**config.mk**
```make
export PLATFORM = sky130hd
export DESIGN_NAME = uart_rx_ctrl
export DESIGN_NICKNAME = d
export VERILOG_FILES = /design/src/rtl/uart_rx_ctrl_pkg.sv /design/src/rtl/uart_rx_fifo.sv /design/src/rtl/uart_rx_ctrl.sv
export SDC_FILE = /design/constraint.sdc
export NUM_CORES = 1
export LEC_CHECK = 0
export CAP_MARGIN = 20
export CORE_MARGIN = 3
export CORE_UTILIZATION = 54
export CTS_CLUSTER_SIZE = 16
export DETAILED_ROUTE_END_ITERATION = 8
export PLACE_DENSITY = 0.85
export SLEW_MARGIN = 20
export SYNTH_ARGS = -nofsm -noshare
export SYNTH_HDL_FRONTEND = slang
export SYNTH_SLANG_ARGS = --single-unit
```
**constraint.sdc**
```tcl
create_clock -name clk -period 2.9 [get_ports clk]
set_input_delay 0.58 -clock clk [delete_from_list [all_inputs] [get_ports clk]]
set_output_delay 0.58 -clock clk [all_outputs]
set_load 0.01 [all_outputs]
```
**src/rtl/uart_rx_ctrl_pkg.sv**
```systemverilog
// ----------------------------------------------------------------------------
// uart_rx_ctrl_pkg
// Shared definitions for the UART receive controller:
//   - controller FSM state encoding (ctrl_state_t)
//   - receiver idle code (rx_state[2:0] == RX_IDLE means the receiver is idle)
//   - FIFO entry layout {noise, stop_err, parity_err, rx_parity, byte[7:0]}
//   - reset value of the shadow baud divisor
// ----------------------------------------------------------------------------
package uart_rx_ctrl_pkg;

   localparam int ENTRY_W    = 12;
   localparam int E_NOISE    = 11;
   localparam int E_STOP_ERR = 10;
   localparam int E_PAR_ERR  = 9;
   localparam int E_PARITY   = 8;

   localparam logic [2:0]  RX_IDLE  = 3'd0;
   localparam logic [15:0] BAUD_RST = 16'd16;

   typedef enum logic [1:0] {
      CTRL_OFF   = 2'd0,
      CTRL_ARM   = 2'd1,
      CTRL_RUN   = 2'd2,
      CTRL_DRAIN = 2'd3
   } ctrl_state_t;

   function automatic logic [ENTRY_W-1:0] pack_entry(input logic       noise,
                                                     input logic       stop_err,
                                                     input logic       parity_err,
                                                     input logic       parity,
                                                     input logic [7:0] data);
      logic [ENTRY_W-1:0] e;
      e             = '0;
      e[7:0]        = data;
      e[E_PARITY]   = parity;
      e[E_PAR_ERR]  = parity_err;
      e[E_STOP_ERR] = stop_err;
      e[E_NOISE]    = noise;
      return e;
   endfunction

endpackage

```
**src/rtl/uart_rx_fifo.sv**
```systemverilog
// ----------------------------------------------------------------------------
// uart_rx_fifo
// Synchronous show-ahead FIFO holding assembled receive entries.
// Ports:
//   clk, rstn      clock, asynchronous active-low reset
//   wr, din        write request / data; accepted when not full, or when full
//                  and a read happens in the same cycle
//   rd             read (pop) request; ignored when empty
//   dout           head entry, 0 when empty
//   level          number of entries (AW+1 bits)
//   full, empty    status
// ----------------------------------------------------------------------------
module uart_rx_fifo #(
   parameter int AW = 3,
   parameter int DW = 12
) (
   input  logic          clk,
   input  logic          rstn,
   input  logic          wr,
   input  logic [DW-1:0] din,
   input  logic          rd,
   output logic [DW-1:0] dout,
   output logic [AW:0]   level,
   output logic          full,
   output logic          empty
);

   localparam int DEPTH = 1 << AW;

   logic [DW-1:0] mem [DEPTH];
   logic [AW-1:0] wr_ptr;
   logic [AW-1:0] rd_ptr;
   logic          wr_ok;
   logic          rd_ok;

   assign full  = (level == (AW+1)'(DEPTH));
   assign empty = (level == '0);
   assign rd_ok = rd && !empty;
   // a full FIFO still accepts a write when the head leaves in the same cycle
   assign wr_ok = wr && (!full || rd_ok);
   assign dout  = empty ? '0 : mem[rd_ptr];

   always_ff @(posedge clk) begin
      if (wr_ok) mem[wr_ptr] <= din;
   end

   always_ff @(posedge clk or negedge rstn) begin
      if (!rstn) begin
         wr_ptr <= '0;
         rd_ptr <= '0;
         level  <= '0;
      end else begin
         if (wr_ok) wr_ptr <= wr_ptr + 1'b1;
         if (rd_ok) rd_ptr <= rd_ptr + 1'b1;
         case ({wr_ok, rd_ok})
            2'b10:   level <= level + 1'b1;
            2'b01:   level <= level - 1'b1;
            default: level <= level;
         endcase
      end
   end

endmodule

```
**src/rtl/uart_rx_ctrl.sv**
```systemverilog
// ----------------------------------------------------------------------------
// uart_rx_ctrl
// Controller sitting above uart_receiver. Sequences rx_en, owns the shadow
// frame configuration (only changed while the receiver is idle), assembles
// each frame plus its late error/noise flags into one FIFO entry, and raises
// threshold / character-timeout / overflow interrupts.
//
// Optional feature macro: UART_RX_CTRL_ERR_DROP_EN
//   defined   : frames with parity or stop error are dropped and counted in
//               err_drop_cnt (saturating at 255)
//   undefined : every frame is written with its flags, err_drop_cnt = 0
//
// Ports:
//   clk, rstn                   clock, asynchronous active-low reset
//   sw_rx_en                    host receive enable (level)
//   cfg_update_p, cfg_*         shadow config reload pulse and source values
//   cfg_thresh                  FIFO level interrupt threshold (0 disables)
//   rx_en, baud_rate, word_len, parity_en, parity_type, stop_len
//                               shadow config driving the receiver
//   rx_vld_p, rx_byte, rx_parity, *_noise_p, parity_err_p, stop_err_p, rx_state
//                               receiver status inputs
//   rd_en, rd_data              host pop / head entry
//   fifo_empty, fifo_full, fifo_level
//   ovf_sticky, ovf_clr         dropped-commit flag and its clear
//   tout_flag, rx_irq           character timeout and combined interrupt
//   err_drop_cnt                dropped error frame count
//   ctrl_state                  controller FSM state
//
// state | meaning
// OFF   | receiver disabled, waiting for sw_rx_en
// ARM   | load shadow config from cfg_* once the receiver is idle
// RUN   | receiving; config updates deferred to idle cycles
// DRAIN | sw_rx_en dropped, letting the current frame finish
// ----------------------------------------------------------------------------
module uart_rx_ctrl
   import uart_rx_ctrl_pkg::*;
#(
   parameter int AW        = 3,
   parameter int TOUT_BITS = 40
) (
   input  logic                clk,
   input  logic                rstn,
   input  logic                sw_rx_en,
   input  logic                cfg_update_p,
   input  logic [15:0]         cfg_baud_rate,
   input  logic                cfg_word_len,
   input  logic                cfg_parity_en,
   input  logic                cfg_parity_type,
   input  logic [1:0]          cfg_stop_len,
   input  logic [AW:0]         cfg_thresh,
   output logic                rx_en,
   output logic [15:0]         baud_rate,
   output logic                word_len,
   output logic                parity_en,
   output logic                parity_type,
   output logic [1:0]          stop_len,
   input  logic                rx_vld_p,
   input  logic [7:0]          rx_byte,
   input  logic                rx_parity,
   input  logic                start_noise_p,
   input  logic                data_noise_p,
   input  logic                parity_noise_p,
   input  logic                stop_noise_p,
   input  logic                parity_err_p,
   input  logic                stop_err_p,
   input  logic [7:0]          rx_state,
   input  logic                rd_en,
   output logic [ENTRY_W-1:0]  rd_data,
   output logic                fifo_empty,
   output logic                fifo_full,
   output logic [AW:0]         fifo_level,
   output logic                ovf_sticky,
   input  logic                ovf_clr,
   output logic                tout_flag,
   output logic                rx_irq,
   output logic [7:0]          err_drop_cnt,
   output logic [1:0]          ctrl_state
);

   localparam int TW = $clog2(TOUT_BITS + 1);

   ctrl_state_t        st;
   logic               cfg_pend;
   logic               rx_idle;
   logic               unused_rx_state_hi;

   logic               prev_busy;
   logic               pend;
   logic [7:0]         pend_byte;
   logic               acc_perr;
   logic               acc_serr;
   logic               acc_noise;
   logic               noise_now;
   logic               commit;
   logic [ENTRY_W-1:0] commit_entry;
   logic               fifo_wr;
   logic               pop;
   logic               ovf_set;

   logic [15:0]        bit_period;
   logic [15:0]        tick_rld;
   logic [15:0]        tick_cnt;
   logic [TW-1:0]      idle_cnt;
   logic               tick;
   logic               tclr;

   assign rx_idle            = (rx_state[2:0] == RX_IDLE);
   assign unused_rx_state_hi = |rx_state[7:3];
   assign ctrl_state         = st;

   // ---------------- controller FSM and shadow configuration ----------------
   always_ff @(posedge clk or negedge rstn) begin
      if (!rstn) begin
         st          <= CTRL_OFF;
         rx_en       <= 1'b0;
         cfg_pend    <= 1'b0;
         baud_rate   <= BAUD_RST;
         word_len    <= 1'b0;
         parity_en   <= 1'b0;
         parity_type <= 1'b0;
         stop_len    <= 2'd0;
      end else begin
         if (cfg_update_p) cfg_pend <= 1'b1;
         case (st)
            CTRL_OFF: begin
               if (sw_rx_en) st <= CTRL_ARM;
            end
            CTRL_ARM: begin
               // rx_en is left as is here so a reconfiguration from RUN does
               // not glitch the receiver enable
               if (rx_idle) begin
                  baud_rate   <= cfg_baud_rate;
                  word_len    <= cfg_word_len;
                  parity_en   <= cfg_parity_en;
                  parity_type <= cfg_parity_type;
                  stop_len    <= cfg_stop_len;
                  cfg_pend    <= 1'b0;
                  rx_en       <= 1'b1;
                  st          <= CTRL_RUN;
               end
            end
            CTRL_RUN: begin
               if (!sw_rx_en)
                  st <= CTRL_DRAIN;
               else if (rx_idle && (cfg_update_p || cfg_pend))
                  st <= CTRL_ARM;
            end
            CTRL_DRAIN: begin
               if (sw_rx_en) begin
                  st <= CTRL_RUN;
               end else if (rx_idle) begin
                  st    <= CTRL_OFF;
                  rx_en <= 1'b0;
               end
            end
            default: st <= CTRL_OFF;
         endcase
      end
   end

   // ---------------- frame assembly ----------------
   assign noise_now = start_noise_p | data_noise_p | parity_noise_p | stop_noise_p;
   // the receiver dropping back to idle marks the end of the frame
   assign commit    = pend && prev_busy && rx_idle;
   // flags pulsing in the commit cycle itself still belong to this frame
   assign commit_entry = pack_entry(acc_noise | noise_now,
                                    acc_serr  | stop_err_p,
                                    acc_perr  | parity_err_p,
                                    rx_parity, pend_byte);

   always_ff @(posedge clk or negedge rstn) begin
      if (!rstn) begin
         prev_busy <= 1'b0;
         pend      <= 1'b0;
         pend_byte <= 8'd0;
         acc_perr  <= 1'b0;
         acc_serr  <= 1'b0;
         acc_noise <= 1'b0;
      end else begin
         prev_busy <= !rx_idle;
         if (commit || (rx_idle && !pend && !rx_vld_p)) begin
            // start noise arrives before rx_vld_p, so accumulation is keyed
            // on receiver activity as well as pend
            acc_perr  <= 1'b0;
            acc_serr  <= 1'b0;
            acc_noise <= 1'b0;
         end else begin
            acc_perr  <= acc_perr  | parity_err_p;
            acc_serr  <= acc_serr  | stop_err_p;
            acc_noise <= acc_noise | noise_now;
         end
         if (commit) pend <= 1'b0;
         if (rx_vld_p) begin
            pend      <= 1'b1;
            pend_byte <= rx_byte;
         end
      end
   end

`ifdef UART_RX_CTRL_ERR_DROP_EN
   logic err_frame;
   assign err_frame = commit_entry[E_PAR_ERR] | commit_entry[E_STOP_ERR];
   assign fifo_wr   = commit && !err_frame;

   always_ff @(posedge clk or negedge rstn) begin
      if (!rstn)
         err_drop_cnt <= 8'd0;
      else if (commit && err_frame && (err_drop_cnt != 8'hFF))
         err_drop_cnt <= err_drop_cnt + 8'd1;
   end
`else
   assign fifo_wr      = commit;
   assign err_drop_cnt = 8'd0;
`endif

   // ---------------- FIFO ----------------
   uart_rx_fifo #(
      .AW (AW),
      .DW (ENTRY_W)
   ) u_fifo (
      .clk   (clk),
      .rstn  (rstn),
      .wr    (fifo_wr),
      .din   (commit_entry),
      .rd    (rd_en),
      .dout  (rd_data),
      .level (fifo_level),
      .full  (fifo_full),
      .empty (fifo_empty)
   );

   assign pop     = rd_en && !fifo_empty;
   assign ovf_set = fifo_wr && fifo_full && !rd_en;

   // ---------------- character timeout ----------------
   assign bit_period = {baud_rate[15:4], 4'd0} + {12'd0, baud_rate[3:0]};
   assign tick_rld   = (bit_period == 16'd0) ? 16'd0 : bit_period - 16'd1;
   assign tick       = (tick_cnt == 16'd0);
   assign tclr       = !rx_idle || commit || pop || fifo_empty;

   always_ff @(posedge clk or negedge rstn) begin
      if (!rstn) begin
         tick_cnt  <= 16'd0;
         idle_cnt  <= TW'(TOUT_BITS);
         tout_flag <= 1'b0;
      end else begin
         if (tclr) begin
            tick_cnt <= tick_rld;
            idle_cnt <= TW'(TOUT_BITS);
         end else if (tick) begin
            tick_cnt <= tick_rld;
            if (idle_cnt != '0) idle_cnt <= idle_cnt - 1'b1;
         end else begin
            tick_cnt <= tick_cnt - 16'd1;
         end

         if (pop || commit)
            tout_flag <= 1'b0;
         else if (!tclr && tick && (idle_cnt == TW'(1)))
            tout_flag <= 1'b1;
      end
   end

   // ---------------- overflow and interrupt ----------------
   always_ff @(posedge clk or negedge rstn) begin
      if (!rstn) begin
         ovf_sticky <= 1'b0;
         rx_irq     <= 1'b0;
      end else begin
         if (ovf_set)
            ovf_sticky <= 1'b1;
         else if (ovf_clr)
            ovf_sticky <= 1'b0;
         rx_irq <= ((fifo_level >= cfg_thresh) && (cfg_thresh != '0))
                   || tout_flag || ovf_sticky;
      end
   end

endmodule

```
==> results of run 1 <==
==> area by class of cell <==
type / count / area share, %
repair buffers: 123 / 13.15
clock inverters: 13 / 1.672
inverters: 16 / 0.6370
clock buffers: 19 / 4.698
flip-flops and latches: 169 / 50.01
multi-input cells: 307 / 27.50
well taps: 176 / 2.336
==> per-stage QoR <==
stage | area (um^2) | setup TNS [ps] | power [mW]
3_5_place_dp | 8730 | 0 | 6.611
2_1_floorplan | 7493 | 0 | 5.234
3_3_place_gp | 8730 | 0 | 6.466
4_1_cts | 9385 | 0 | 8.995
5_1_grt | 9428 | -0.5460 | 9.447
6_report | 9428 | 0 | 8.979
==> power groups by stage <==
| stage | combinational [mW] | clock [mW] | sequential [mW] |
|---|---|---|---|
| after CTS | 3.15 | 2.30 | 3.55 |
| after global routing | 3.41 | 2.41 | 3.62 |
| after detailed placement | 3.04 | 0 | 3.57 |
| after floorplan | 1.72 | 0 | 3.51 |
| after global placement | 2.94 | 0 | 3.52 |
| final | 3.15 | 2.27 | 3.56 |
==> cell usage after synthesis (all sizes together) (2+ instances only) <==
master  count
nor2b       6
xnor2      20
nand3       5
buf        19
o21ai       9
nand2      33
xor2       12
or2         2
a21o        5
inv        16
nor3       16
o22ai      13
a21oi      11
or3         2
edfxtp     96
nand3b      2
dfrtp      70
nand2b      5
clkbuf      7
mux2       29
or4         2
nor4        9
mux2i      18
o211ai      2
mux4       25
nor2       42
nor4b       5
dfstp       3
ha         13
==> routing by layer <==
| metal | track usage, % | vias up | wire length (um) |
|---|---|---|---|
| li1 | - | 2138 | - |
| met1 | 28.68 | 2350 | 6655 |
| met2 | 35.35 | 200 | 8000 |
| met3 | 6.767 | 20 | 1310 |
| met4 | 8.304 | 0 | 234 |
| met5 | 0 | - | 0 |
==> final timing paths <==
check                                  from               end  slack [ps]
min in group clk                stop_len[0]       stop_len[0]         510
setup reg to reg            u_fifo.level[1]   u_fifo.level[3]         580
setup / recovery           u_fifo.rd_ptr[0]       rd_data[11]          60
max in group asynchronous              rstn  u_fifo.rd_ptr[0]        1930
hold reg to reg                 stop_len[0]       stop_len[0]         510
hold / removal                         rstn      baud_rate[9]         290
==> cell usage in the layout (no fill, tap or decap), drive strengths merged, types with 18 or more instances in the layout <==
| cell type | n |
|---|---|
| inv | 23 |
| nor2 | 42 |
| mux2 | 29 |
| mux2i | 18 |
| edfxtp | 96 |
| nand2 | 33 |
| xnor2 | 20 |
| buf | 30 |
| clkdlybuf4s50 | 82 |
| mux4 | 25 |
| dfrtp | 70 |
| clkbuf | 19 |
==> critical path: stages, from the launching register on <==
cell	delay, ps
dfrtp_2	410
buf_12	170
mux4_2	520
mux2i_2	190
nor2_1	60
clkdlybuf4s50_1	470
==> cell families after synthesis <==
family | synth area share (%)
adders and majority gates | 2.446
and+or+nand+nor | 9.551
AOI/OAI and AO/OA | 3.971
DFF | 63.12
buffers and inverters | 2.782
xor gates and xnor gates | 3.753
muxes | 14.33
other | 0.05022
==> what timing repair did <==
action,4_1_cts,5_1_grt
buffers inserted,2,3
hold endpoints to repair,0,0
cloned,1,0
setup endpoints to repair,7,6
gates resized for setup,11,6
==> registers in the layout, indices dropped and copies added (netlist names), 2 cells and up <==
| register | count |
|---|---|
| u_fifo.rd_ptr | 3 |
| tick_cnt | 16 |
| u_fifo.mem | 96 |
| pend_byte | 8 |
| baud_rate | 16 |
| ctrl_state | 2 |
| stop_len | 2 |
| u_fifo.wr_ptr | 3 |
| u_fifo.level | 4 |
| idle_cnt | 6 |
==> metrics, run 1 <==
io pins 108; per-cell routed wire length 19.69 um; VDD IR max 0.7273 mV; fin crit period 2836 ps; area of the multi-input gates 2592 um^2; sequential share of power 39.6%; top cell type's share of synthesized area 38.61%; Clk Latency, worst-skew pair 420 ps; EDFF count, synth 96; Sw Pwr 2.900 mW; Synth Flop Type edfxtp_1; final worst slack 64.41 ps; ratio of cells with drive above 1 in the final layout 19.78%; hold_buf cts 0; endpoint class of the critical path primary output; Die W 123.6 um; Worst Tran Pin Value 947.9 ps; Data arrival, critical path 2260 ps; initial antenna violation count 0; vias in the first global route 4888; Max Fclk 352.7 MHz; Site Rows 42; clock share of power 25.3%; Die Y 123.6 um; Inserted Diodes 0; clk buf depth 2; wirelength, routed 16200 um; HP Class primary input to async pin; Port Buffers 94; DIE AREA 15270 um^2; total grt overflow 0; largest net degree at the start of global routing 74; Post-Syn Instances 511; GPL Wtd Cong 0.8266; post-route ant nets 0; fraction of registers with async set/reset 43.20%; DR pass1 iterations 5; Max Cap Viol 0; Sw Ratio 32.30%; Yosys reg bits 169; WS Path Type flop to primary output; Cell Int Power 6.079 mW; final hold vios 0; Mapped Area 7467 um^2; DPL Wire Length 10430 um; core area 13400 um^2; gr usage total 22.10%; # setup viols final 0; Core Util, Final 70.35%; Seq/Total Area, Yosys 63.12%; Crit path required time 2320 ps; Leakage 3.545 nW; run status completed; Layout Skew 5.656 ps; Root Buffer clkbuf_16; worst hold slack 286.2 ps; clk slew on worst S/H paths 60 ps; Post-Layout Cell Count 823; DR vias/cell 5.721; crit start category flop; Yosys top cell by area edfxtp_1; first-pass GRT wire length 25140 um; Mean Syn Cell Area 14.61 um^2; Max Slew Vio Count 0; Fill cells 833; Layout Nets 703; cts bufs inserted 17; P&R area growth vs syn 26.26%; Initial Util 55.72%; Unique masters post-synth 55; Ys Warns 0; Slew headroom 36.81%; dominant cells by area after synthesis edfxtp_1 (39%), dfrtp_1 (23%), mux4_2 (7.5%); CTS tree yes; Period Utilization, post-route 97.78%; DRC 0; pwr/cell area 952.4 nW/um^2; Inst Count DP 785; via count 4708; dpl ws 91.42 ps; drt first-iter violations 420; FF-to-FF path depth 9; Combinational Power Share 35.0%; register area 4715 um^2; CP Max Fanout 12; Clock Sinks 169; H-tree lvl count 4
No activity file was read; power rests on OpenSTA's default activity.
==> run 2, diff against run 1 <==
==> constraint.sdc (replaced) <==
create_clock -name clk -period 2.9 [get_ports clk]
set_input_delay 0.58 -clock clk [delete_from_list [all_inputs] [get_ports clk]]
set_output_delay 0.58 -clock clk [all_outputs]
set_load 0.02 [all_outputs]
==> run 2 against run 1 <==
Effect of this change:
- global-route usage grew 0.73 points
- clock power barely moved
- routed wire length grew 1.2%
- sequential share of layout area up 0.63 points
- clock-buffer cell count is 2 lower
- critical path depth unchanged
- die area did not move
- hold slack improved by 4.4 ps
- critical path type unchanged
==> metrics, run 2 (synthesis results as in run 1) <==
HP Class primary input to async pin; VDD IR max 1.031 mV; Inserted Diodes 0; Post-Route Setup TNS 0 ps; Die Y 123.6 um; area of the multi-input gates 2581 um^2; Fill cells 878; Max Slew Vio Count 0; DR vias/cell 5.761; Crit path required time 2320 ps; via count 4707; run status completed; biggest regs u_fifo.mem (96), baud_rate (16), tick_cnt (16); Max Cap Viol 0; DIE AREA 15270 um^2; H-tree lvl count 4; Reg-to-Reg End u_fifo.level[3]; total grt overflow 0; Slew headroom 37.10%; CP Max Fanout 26; Period Utilization, post-route 95.74%; Site Rows 42; Clock Sinks 169; DRC 0; endpoint class of the critical path primary output; Initial Util 55.72%; Root Buffer clkbuf_16; fin crit period 2776 ps; cts bufs inserted 17; Setup crit end rd_data[6]; number of flip-flops in the largest register 96; largest net degree at the start of global routing 74; gr usage total 22.83%; Layout Skew 10.80 ps; CTS tree yes; flop2flop setup slack 570 ps; hold_buf cts 0; clk slew on worst S/H paths 70 ps; dpl ws 87.18 ps; per-cell routed wire length 20.07 um; Port Buffers 94; post-CTS sizing 12; Leakage 3.477 nW; crit start category flop; final worst slack 123.7 ps; vias in the first global route 4827; P&R area growth vs syn 24.65%; post-route ant nets 0; # setup viols final 0; register area 4713 um^2; WS Path Type flop to primary output; slowest stage delay, CP 550 ps; most common cell after layout, fill and taps aside edfxtp_1; Max Fclk 360.2 MHz; RSZ-0062 raised after global routing false; reg-to-reg critical path startpoint u_fifo.level[1]; core area 13400 um^2; # Post-CTS Setup Buffers 0; Data arrival, critical path 2200 ps; Slowest-stage cell, CP mux4_2; Core Util, Final 69.46%; final hold vios 0; Tot Pwr 9.051 mW; Die W 123.6 um; DR pass1 iterations 4; wirelength, routed 16400 um; pwr/cell area 972.4 nW/um^2; Worst Tran Pin Value 943.5 ps; Layout Nets 697; FF-to-FF path depth 9; initial antenna violation count 0; clk buf depth 2; DPL Wire Length 10640 um; Largest Register u_fifo.mem; drt first-iter violations 448; most frequent cells in the layout edfxtp_1 (96), clkdlybuf4s50_1 (81), dfrtp_1 (70); CP top delay family multiplexers; Buf/Inv on CP 2; Clk Latency, worst-skew pair 430 ps; io pins 108; GPL Wtd Cong 0.8244; first-pass GRT wire length 25700 um; Worst Setup SP u_fifo.rd_ptr[0]; cell chain of the critical path buf_12, mux4_2, mux2i_1, nor2_1, dlygate4sd2_1; ratio of cells with drive above 1 in the final layout 18.72%; CP Depth 5
[run 2: cell types whose count changed in the layout (fill, tap and decap cells not counted), sizes merged, moves of 2 or more]
| cell | delta |
|---|---|
| buf | -6 |
| clkbuf | -2 |
| clkinv | +2 |
| dlygate4sd2 | +5 |
| dlymetal6s2s | -4 |
| inv | +2 |
[run 2: how the worst min path moves through the flow]
| stage | end | depth (start not counted) |
|---|---|---|
| after floorplan | acc_noise | 0 |
| after global placement | stop_len[0] | 1 |
| after detailed placement | stop_len[0] | 1 |
| after CTS | baud_rate[13] | 1 |
| after global routing | baud_rate[9] | 1 |
| final | baud_rate[9] | 1 |
[run 2: final cells by class]
class                           instances  area share [%]
Clock buffer                           17           4.571
Inverter                               16          0.6452
Tap cell                              176           2.366
Multi-Input combinational cell        307           27.73
Sequential cell                       169           50.64
Clock inverter                         15           1.869
Timing Repair Buffer                  117           12.18
[run 2: per-stage QoR]
stage | instance area, um^2 | cells | hold slack, ps
finish | 9308 | 817 | 290.6
global route | 9308 | 817 | 367.2
CTS | 9301 | 817 | 328.1
detailed placement | 8717 | 785 | 481.2
global placement | 8717 | 785 | 474.1
floorplan | 7493 | 518 | 284.4
[run 2: where the power goes]
part	internal (mW)	switching, mW
Sequential	2.98	0.577
Clock	1.23	1.01
Combinational	1.63	1.62
[run 2: per-layer routing]
layer	wire length, um	GRT usage (%)	vias to the layer above
met3	1052	6.857	26
met1	6730	29.43	2364
li1	-	-	2127
met4	325	8.997	0
met2	8289	36.63	190
met5	0	0	-
==> run 3, diff against run 2 <==
- SLEW_MARGIN: 20 -> 10
- clock period: 2.9 -> 2.81 ns (I/O delays scaled with it)
==> run 3 against run 2 <==
Effect of this change:
- first-iteration DRC count down 25%
- largest cell class unchanged
- register-to-register slack worse by 90 ps
- critical endpoint is now rd_data[5]
- routed wire length is 1.9% higher
==> metrics, run 3 (synthesis results as in run 1) <==
largest net degree at the start of global routing 74; P&R area growth vs syn 26.56%; DIE AREA 15270 um^2; DR pass1 iterations 5; post-route ant nets 0; per-cell routed wire length 20.39 um; VDD IR max 0.7395 mV; Max Cap Viol 0; final hold vios 0; Clk Latency, worst-skew pair 430 ps; via count 4768; Period Utilization, post-route 97.74%; Post-DP Area 8795 um^2; most frequent cells in the layout edfxtp_1 (96), clkdlybuf4s50_1 (81), dfrtp_1 (69); Inserted Diodes 0; Layout Skew 8.006 ps; DR vias/cell 5.815; Worst Tran Pin Value 951.2 ps; run status completed; drt first-iter violations 334; initial antenna violation count 0; worst hold slack 274.7 ps; Layout Nets 700; ratio of cells with drive above 1 in the final layout 19.25%; clk buf depth 2; Site Rows 42; io pins 108; Die W 123.6 um; Fill cells 844; WS Path Type flop to primary output; Largest Register u_fifo.mem; Core Util, Final 70.52%; fin crit period 2746 ps; H-tree lvl count 4; Clock Sinks 169; hold_buf cts 0; Design Area, Final 9450 um^2; # setup viols final 0; vias in the first global route 5012; slowest stage delay, CP 530 ps; total grt overflow 0; RSZ-0062 raised after global routing true; DRC 0; area of the multi-input gates 2585 um^2; number of flip-flops in the largest register 96; Data arrival, critical path 2180 ps; DPL Wire Length 10380 um; Crit path required time 2250 ps; # Post-CTS Setup Buffers 0; Leakage 3.528 nW; Max Fclk 364.1 MHz; GPL Wtd Cong 0.8286; Port Buffers 94; first-pass GRT wire length 26410 um; core area 13400 um^2; endpoint class of the critical path primary output; register area 4715 um^2; gr usage total 23.45%; most common cell after layout, fill and taps aside edfxtp_1; Slowest-stage cell, CP mux4_2; clk slew on worst S/H paths 60 ps; CP Max Fanout 13; Max Slew Vio Count 0; Die Y 123.6 um; HP Class primary input to async pin; pwr/cell area 1013 nW/um^2; Root Buffer clkbuf_16; wirelength, routed 16720 um; crit start category flop; CTS tree yes; biggest regs u_fifo.mem (96), baud_rate (16), tick_cnt (16); Slew headroom 36.58%; cell chain of the critical path buf_12, mux4_2, mux2i_2, nor2_1, dlygate4sd2_1; Initial Util 55.72%; cts bufs inserted 17
[run 3: changes by cell type in the layout (fill, tap and decap cells not counted), sizes merged]
cell	change
bufbuf	+1
buf	+2
bufinv	+2
inv	-5
clkinv	+2
clkbuf	+1
[run 3: power by group]
group          switching, mW  total, mW  internal [mW]  leakage, nW
clock network          0.998       2.44           1.44        0.308
registers              0.567       3.65           3.08         1.72
logic                   1.73       3.49           1.75         1.50
[run 3: per-layer routing]
metal	vias up	GRT usage, %	wire [um]
li1	2130	-	-
met1	2416	29.40	6678
met2	181	38.15	8508
met3	41	6.857	1057
met4	0	10.31	473
met5	-	0	0
[run 3: repair_timing]
item | in CTS | in global routing
setup endpoints to repair | 13 | 11
gates cloned | 1 | 0
resized for setup | 14 | 1
[run 3: worst max-delay path: cells and delay by family, from the launching register on]
| family | cells | cell delay, ps |
|---|---|---|
| simple gates | 1 | 70 |
| buf+inv | 2 | 500 |
| mux | 2 | 780 |
| flops | 1 | 400 |
[run 3: per-stage QoR]
| step | TNS, ps | power [mW] | setup WS, ps | std cells |
|---|---|---|---|---|
| 6_report | 0 | 9.578 | 63.55 | 820 |
| 5_1_grt | -146.0 | 10.05 | -56.74 | 820 |
| 4_1_cts | -5.641 | 9.593 | -5.641 | 820 |
| 3_5_place_dp | 0 | 7.119 | 101.5 | 787 |
| 3_3_place_gp | 0 | 6.976 | 195.6 | 787 |
| 2_1_floorplan | 0 | 5.691 | 51.73 | 518 |
[run 3: layout make-up]
cell class                      count  area share [%]
Clock buffer                       18           4.647
Clock inverter                     14           1.986
Inverter                           16          0.6355
Multi-Input combinational cell    307           27.35
Sequential cell                   169           49.89
Tap cell                          176           2.330
Timing Repair Buffer              120           13.16
[run 3: worst paths after layout]
check	startpoint	to	slack [ps]	cells after the start
setup / recovery	u_fifo.rd_ptr[0]	rd_data[5]	60	5
hold / removal	rstn	baud_rate[9]	270	1
setup reg to reg	u_fifo.level[1]	u_fifo.level[3]	480	9
hold reg to reg	cfg_pend	cfg_pend	510	2
max in group asynchronous	rstn	u_fifo.rd_ptr[0]	1860	1
min in group clk	cfg_pend	cfg_pend	510	2
